**src/rtl/stim_gen_pkg.sv**
```systemverilog
// Shared types and LFSR tap table for the stim_gen address/data stimulus generator.
package stim_gen_pkg;

  typedef enum logic [1:0] {
    MODE_INC   = 2'd0,
    MODE_PRBS  = 2'd1,
    MODE_CONST = 2'd2,
    MODE_WALK  = 2'd3
  } mode_e;

  typedef enum logic [1:0] {
    ST_IDLE = 2'd0,
    ST_RUN  = 2'd1,
    ST_DONE = 2'd2
  } state_e;

  // Fibonacci tap masks: bit (k-1) set for each x^k term (maximal-length polynomials).
  function automatic logic [63:0] prbs_taps(input int unsigned width);
    case (width)
      8:       prbs_taps = 64'h0000_0000_0000_00B8;
      16:      prbs_taps = 64'h0000_0000_0000_D008;
      32:      prbs_taps = 64'h0000_0000_8020_0003;
      64:      prbs_taps = 64'hD800_0000_0000_0000;
      default: prbs_taps = 64'h0;
    endcase
  endfunction

endpackage

```
**src/rtl/stim_gen_pattern.sv**
```systemverilog
// Combinational next-data generator for the four stim_gen data patterns.
module stim_gen_pattern
  import stim_gen_pkg::*;
#(
  parameter int unsigned DATA_WIDTH = 32
) (
  input  mode_e                 mode,
  input  logic [DATA_WIDTH-1:0] data,
  output logic [DATA_WIDTH-1:0] next_data_c
);

  localparam logic [DATA_WIDTH-1:0] TAPS = DATA_WIDTH'(prbs_taps(DATA_WIDTH));

  if (!(DATA_WIDTH == 8 || DATA_WIDTH == 16 || DATA_WIDTH == 32 || DATA_WIDTH == 64)) begin : g_bad_width
    $error("stim_gen_pattern: DATA_WIDTH must be 8, 16, 32 or 64");
  end

  always_comb begin
    next_data_c = data;
    case (mode)
      MODE_INC:   next_data_c = data + DATA_WIDTH'(1);
      MODE_PRBS:  next_data_c = {data[DATA_WIDTH-2:0], ^(data & TAPS)};
      MODE_CONST: next_data_c = data;
      MODE_WALK:  next_data_c = {data[DATA_WIDTH-2:0], data[DATA_WIDTH-1]};
      default:    next_data_c = data;
    endcase
  end

endmodule

```
**src/rtl/stim_gen.sv**
```systemverilog
// Burst address/data stimulus generator with valid/ready output stream.
// Optional running XOR signature output enabled by defining STIM_GEN_SIG_EN.
module stim_gen
  import stim_gen_pkg::*;
#(
  parameter int unsigned DATA_WIDTH = 32,
  parameter int unsigned ADDR_WIDTH = 32,
  parameter int unsigned LEN_WIDTH  = 16
) (
  input  logic                  sys_clk,
  input  logic                  sys_rst_n,
  input  logic                  start,
  input  logic [1:0]            mode,
  input  logic [ADDR_WIDTH-1:0] base_addr,
  input  logic [ADDR_WIDTH-1:0] stride,
  input  logic [LEN_WIDTH-1:0]  burst_len,
  input  logic [DATA_WIDTH-1:0] seed,
  output logic                  out_valid,
  input  logic                  out_ready,
  output logic [ADDR_WIDTH-1:0] out_addr,
  output logic [DATA_WIDTH-1:0] out_data,
  output logic                  out_last,
  output logic                  busy,
  output logic                  done
`ifdef STIM_GEN_SIG_EN
  ,
  output logic [DATA_WIDTH-1:0] sig
`endif
);

  state_e                  state_q, state_d;
  mode_e                   mode_q, mode_d;
  logic [ADDR_WIDTH-1:0]   stride_q, stride_d;
  logic [LEN_WIDTH-1:0]    rem_q, rem_d;
  logic [ADDR_WIDTH-1:0]   addr_d;
  logic [DATA_WIDTH-1:0]   data_d;
  logic [DATA_WIDTH-1:0]   next_data_c;
  logic                    last_d, valid_d, busy_d, done_d;
  logic                    xfer_c;
`ifdef STIM_GEN_SIG_EN
  logic [DATA_WIDTH-1:0]   sig_d;
`endif

  stim_gen_pattern #(.DATA_WIDTH(DATA_WIDTH)) u_pattern (
    .mode        (mode_q),
    .data        (out_data),
    .next_data_c (next_data_c)
  );

  assign xfer_c = out_valid && out_ready;

  // State and datapath registers.
  always_ff @(posedge sys_clk or negedge sys_rst_n) begin
    if (!sys_rst_n) begin
      state_q   <= ST_IDLE;
      mode_q    <= MODE_INC;
      stride_q  <= '0;
      rem_q     <= '0;
      out_addr  <= '0;
      out_data  <= '0;
      out_last  <= 1'b0;
      out_valid <= 1'b0;
      busy      <= 1'b0;
      done      <= 1'b0;
`ifdef STIM_GEN_SIG_EN
      sig       <= '0;
`endif
    end else begin
      state_q   <= state_d;
      mode_q    <= mode_d;
      stride_q  <= stride_d;
      rem_q     <= rem_d;
      out_addr  <= addr_d;
      out_data  <= data_d;
      out_last  <= last_d;
      out_valid <= valid_d;
      busy      <= busy_d;
      done      <= done_d;
`ifdef STIM_GEN_SIG_EN
      sig       <= sig_d;
`endif
    end
  end

  // Next-state and next-output logic; valid rises one cycle after entering RUN.
  always_comb begin
    state_d  = state_q;
    mode_d   = mode_q;
    stride_d = stride_q;
    rem_d    = rem_q;
    addr_d   = out_addr;
    data_d   = out_data;
    last_d   = out_last;
    valid_d  = 1'b0;
    done_d   = 1'b0;
`ifdef STIM_GEN_SIG_EN
    sig_d    = sig;
`endif

    case (state_q)
      ST_IDLE: begin
        if (start) begin
          mode_d   = mode_e'(mode);
          stride_d = stride;
          rem_d    = burst_len;
          addr_d   = base_addr;
          last_d   = (burst_len == LEN_WIDTH'(1));
          case (mode_e'(mode))
            MODE_PRBS: data_d = (seed == '0) ? DATA_WIDTH'(1) : seed;
            MODE_WALK: data_d = DATA_WIDTH'(1);
            default:   data_d = seed;
          endcase
`ifdef STIM_GEN_SIG_EN
          sig_d    = '0;
`endif
          state_d  = (burst_len == '0) ? ST_DONE : ST_RUN;
        end
      end
      ST_RUN: begin
        valid_d = 1'b1;
        if (xfer_c) begin
          addr_d = out_addr + stride_q;
          data_d = next_data_c;
          rem_d  = rem_q - LEN_WIDTH'(1);
          last_d = (rem_q == LEN_WIDTH'(2));
`ifdef STIM_GEN_SIG_EN
          sig_d  = sig ^ out_data;
`endif
          if (out_last) begin
            valid_d = 1'b0;
            state_d = ST_DONE;
          end
        end
      end
      ST_DONE: begin
        done_d  = 1'b1;
        state_d = ST_IDLE;
      end
      default: state_d = ST_IDLE;
    endcase

    busy_d = (state_d == ST_RUN);
  end

endmodule

```
**config.mk**
```make
export PLATFORM = sky130hd
export DESIGN_NAME = stim_gen
export DESIGN_NICKNAME = d
export VERILOG_FILES = /design/src/rtl/stim_gen_pkg.sv /design/src/rtl/stim_gen_pattern.sv /design/src/rtl/stim_gen.sv
export SDC_FILE = /design/constraint.sdc
export NUM_CORES = 1
export LEC_CHECK = 0
export CORE_ASPECT_RATIO = 0.7
export CORE_UTILIZATION = 45
export DETAILED_ROUTE_END_ITERATION = 10
export HOLD_SLACK_MARGIN = 0.12
export PLACE_DENSITY = 0.75
export SYNTH_ARGS = -nofsm -noshare
export SYNTH_HDL_FRONTEND = slang
export SYNTH_HIERARCHICAL = 1
export SYNTH_SLANG_ARGS = --single-unit
```
**constraint.sdc**
```tcl
create_clock -name sys_clk -period 4.47 [get_ports sys_clk]
set_clock_uncertainty 0.1 [all_clocks]
set_input_delay 0.447 -clock sys_clk [delete_from_list [all_inputs] [get_ports sys_clk]]
set_output_delay 0.447 -clock sys_clk [all_outputs]
set_load 0.005 [all_outputs]
```
# Word-level counts from Yosys, hierarchy flattened
# Index checks and enable logic that the tools add are counted.
# Widths: inputs -> output; s select.
# totals
output_inout_bits	68
reg_bits	120
# op_classes
add_sub_neg	3
n_eq_ne	13
mux	24
reduce_logical	10
# op_table
operator	n
$pmux 32 s2	3
$mux 32	5
$pmux 32 s3	1
$add 32x1->32 const B	1
$add 32x32->32	1
$logic_not 32->1	1
$mux 16	2
$pmux 16 s2	1
$reduce_xor 32->1	1
$eq 16x1->1 const B	1
$eq 16x2->1 const B	1
$logic_not 16->1	1
$sub 16x1->16 const B	1
$eq 2x1->1 const B	4
$eq 2x2->1 const B	4
$mux 2	4
$mux 1	6
$ne 2x2->1 const B	3
$logic_not 2->1	2
$pmux 2 s2	1
$reduce_and 4->1	1
$reduce_and 3->1	1
$pmux 1 s2	1
$reduce_and 2->1	1
other kinds (2)	2

# Depth between registers and ports, before layout
# logic_depth
ltp_word	5
depth_mapped	11

# Cells and area by module
# The synthesis kept the hierarchy.
# modules_own_cells
mod	area_per_inst_um2	instances	seq_area_each_um2	cells_each
stim_gen	7019.2	1	3002.9	857
stim_gen_pattern	1164.9	1	0.0	187

# Worst setup path before layout
# No wires, ideal clock.
# synth_path
path_type	register to register
startpoint	register out_addr[4]
endpoint	register out_addr[31]
arrival_time_ns	2.463
setup_ns	0.118
stages_incl_launch_ff	11
path_slack_ns	1.789
period_less_slack_ns	2.681
n_path_buf	0
path_cell_list	dfrtp_1 > ha_1 > a21o_1 > a31o_1 > o21ai_2 > a21oi_2 > a211o_1 > a221oi_2 > xor2_1 > a21oi_1 > o2bb2a_4
# synth_between
elab_chain_len	3
# synth_rtl
element	line_no	source
start: declaration	stim_gen.sv:20	output logic [ADDR_WIDTH-1:0] out_addr,
start signal: assignment	stim_gen.sv:73	out_addr <= addr_d;
$add 32x32->32	stim_gen.sv:122	addr_d = out_addr + stride_q;
$mux 32	stim_gen.sv:121	if (xfer_c) begin
$pmux 32 s2	stim_gen.sv:100	case (state_q)
# Every way passes these cells. The select of a mux whose other input is x is not followed.
# A chain may end at the register's enable or synchronous reset.

# Worst setup path in the final report
# layout_path
startpoint	register mode_q[0]
endpoint	register out_data[20]
# layout_between
elab_chain_len	4
elab_cells_between_ends	9
# layout_rtl
element	line_no	source
start: declaration	stim_gen.sv:32	mode_e mode_q, mode_d;
start signal: assignment	stim_gen.sv:70	mode_q <= mode_d;
$eq 2x2->1, or another cell as far along	stim_gen_pattern.sv:20	case (mode)
$pmux 32 s3 (*)	stim_gen_pattern.sv:20	
via next_data_c[20]	stim_gen.sv:37	logic [DATA_WIDTH-1:0] next_data_c;
$mux 32 (*)	stim_gen.sv:121	
$pmux 32 s2 (*)	stim_gen.sv:100	
end signal: assignment	stim_gen.sv:74	out_data <= data_d;
end: declaration	stim_gen.sv:21	output logic [DATA_WIDTH-1:0] out_data,
# Mark *: on every way through the listed nets, which the timed path passes. The rest lies on a longest branch. The select of a mux whose other input is x is not followed.

==> flow_summary.ini <==
[critical_path]
path_class = reg -> reg
reg2reg_slack_ns = 1.37
rr_startpoint = mode_q[0]
arrival_ns = 3.30
r2r-end = out_data[20]
critPathMaxFanout = 35
required_ns = 4.67
cp-end-kind = flip-flop
rr_worst_depth = 5
critPathLaunchType = flip-flop

[synth]
syn-num-nets = 1197
synthTopCellsByArea = dfrtp_1 37%, nand2_1 9.2%, nor2_1 6.3%
yosysTopAreaCellShare_pct = 36.69
yosysTopAreaCell = dfrtp_1
synth_seq_area_share_pct = 36.69
ys.flop_type = dfrtp_1
syn-instance-count = 1044
synth_edf_count = 0
yosysMostFrequentCell = nand2_1
ys_ff_latch = 120
ys_types = 70
yosysWarnings = 6
syn_area_um2 = 8184
synth_commonest_cells = 200 x nand2_1, 137 x nor2_1, 120 x dfrtp_1
async_flop_share_pct = 100.0
syn_area_per_cell_um2 = 7.839

[clock_network]
cts_htree_levels = 4
cts.sinks = 120
cts_tree = built
clkTransAtPathRegs_ns = 0.06
root_buffer = clkbuf_16
cts.path.max_buffers = 2
numCtsBuffers = 17
insertion_delay_ns = 0.42

[min_path]
hold-path-cell-count = 2
hold_end = stride_q[19]
hp-start = stride_q[19]
hp-class = reg -> reg

[floorplanning]
io_pins = 186
coreArea_um2 = 17470
die_x_um = 163.2
die_h_um = 114.8
num_rows = 40
initial_core_util_pct = 46.86
dieArea_um2 = 18740

[detailed_routing]
firstDrtPassIters = 5
wl_per_cell_um = 18.02
ant_nets = 0
vias_per_cell = 5.838
num_vias = 8442
drc = 0
drtIter0Drc = 1009
routed_wl_um = 26050

[status]
status = finished, final reports clean

[grt]
use_met2_pct = 38.47
grt_max_degree = 77
grtUsageTotal_pct = 28.80
grt_pass1_vias = 7713
grt_use_met1_pct = 45.80
grt_pass1_wl_um = 42110
antenna_found_initial = 0
busiest_layer = met1
use_met3_pct = 5.844
grt-ovfl-total = 0

[final_layout]
nFillCells = 1518
n_antenna_cell = 0
final_layout_size_suffix_gt1_share_pct = 5.761
stdcell_count = 1446
nets = 1355
syn_to_final_growth_pct = 32.59

[run]
cap_violations = 0

[power]
p_comb_share_pct = 53.0
power.density_nw_per_um2 = 720.8
ir_drop_mv = 0.3257
seqPwrFrac_pct = 28.1
switching_share_pct = 42.65
intPower_mw = 4.486
clkPwrFrac_pct = 18.9
p_switching_mw = 3.336
total_leakage_power_nw = 4.622

[timing]
relSlewSlack_pct = 24.46
finalHoldViolCount = 0
final.setup.tns_ns = 0
slew_violations = 0
worst_hold_slack_ns = 0.3800
finalCritPeriodShare_pct = 69.27
tightest_slew_ns = 1.133
fmax_mhz = 322.9
setup_viol = 0
fin_crit_ns = 3.097
rsz0062_at_grt = false

[placement]
place.gp.congestion = 0.9469
hpwl_um = 18720
post-place-cells = 1413
port_buffers = 185
==> power by group through the flow <==
stage | clock [mW] | combinational, mW | sequential, mW
finish | 1.48 | 4.14 | 2.20
global route | 1.55 | 4.61 | 2.27
CTS | 1.50 | 4.10 | 2.18
detailed placement | 0 | 4.06 | 2.18
global placement | 0 | 3.99 | 2.17
floorplan | 0 | 2.74 | 2.02
==> timing repair <==
action | in CTS | in global routing
gates resized for setup | 0 | 0
buffers inserted | 0 | 0
hold buffers | 1 | 0
endpoints found under the hold margin | 65 | 0
==> final cells by class <==
class / instances / area, um^2 / area share (%)
inverters: 15 / 56.30 / 0.5188
clock buffers: 20 / 456.7 / 4.208
repair buffers: 197 / 1942 / 17.89
multi-input cells: 851 / 4931 / 45.44
flip-flops and latches: 120 / 3003 / 27.67
well taps: 231 / 289.0 / 2.663
clock inverters: 12 / 173.9 / 1.603
==> critical path, cell delays in order, from the launching register on <==
cell	delay [ns]
dfrtp_1	1.09
inv_1	0.83
o211a_1	0.35
a211o_1	0.27
a221oi_1	0.27
nor2_1	0.07
==> per-layer routing <==
metal / vias up / routed length (um) / part of all wire [%]
met5: - / 0 / 0
met4: 0 / 303 / 1.2
met3: 22 / 2216 / 8.5
met2: 347 / 10420 / 40
met1: 4014 / 13120 / 50
li1: 4059 / - / -
==> worst max path at each step <==
stage | from | endpoint | cells after the start | slack (ns)
6_report | mode_q[0] | out_data[20] | 5 | 1.37
5_1_grt | out_addr[0] | out_addr[30] | 11 | 1.08
3_3_place_gp | out_addr[0] | out_addr[30] | 11 | 1.48
4_1_cts | out_addr[0] | out_addr[30] | 11 | 1.42
2_1_floorplan | out_addr[4] | out_addr[31] | 10 | 1.79
3_5_place_dp | out_addr[0] | out_addr[30] | 11 | 1.45
==> stage by stage <==
| step | area [um^2] | util (%) | total power [mW] | setup slack [ns] |
|---|---|---|---|---|
| 4_1_cts | 10850 | 62.13 | 7.776 | 1.424 |
| 5_1_grt | 10850 | 62.13 | 8.432 | 1.085 |
| 2_1_floorplan | 8184 | - | 4.763 | 1.789 |
| 6_report | 10850 | 62.13 | 7.822 | 1.373 |
| 3_5_place_dp | 10210 | 58.46 | 6.246 | 1.446 |
| 3_3_place_gp | 10210 | 58.46 | 6.162 | 1.477 |
==> layout by cell type (no fill, tap or decap), types with 23 or more instances in the layout <==
cell,instances
a221oi_1,31
xnor2_1,23
nor3_1,25
clkdlybuf4s50_1,184
nor2_1,136
a21oi_1,99
nand3_1,32
nand2_1,200
o21ai_0,55
ha_1,34
dfrtp_1,120
==> registers in the layout (all words and copies together), names as in the netlist <==
name and count:
busy 1, done 1, mode_q 2, out_addr 32, out_data 32, out_last 1, out_valid 1, rem_q 16
state_q 2, stride_q 32
==> logic make-up (layout without fill, tap and decap cells) <==
kind of cell,count (synthesis),in the layout,share of synthesized area (%)
DFF,120,120,36.69
and+or+nand+nor,492,492,27.89
xor gates and xnor gates,35,35,3.746
muxes,11,11,1.361
AOI/OAI and AO/OA,278,278,21.45
adders and majority gates,35,35,5.443
buffers and inverters,73,244,3.425
Note: power is estimated with default switching activity, not from simulation.
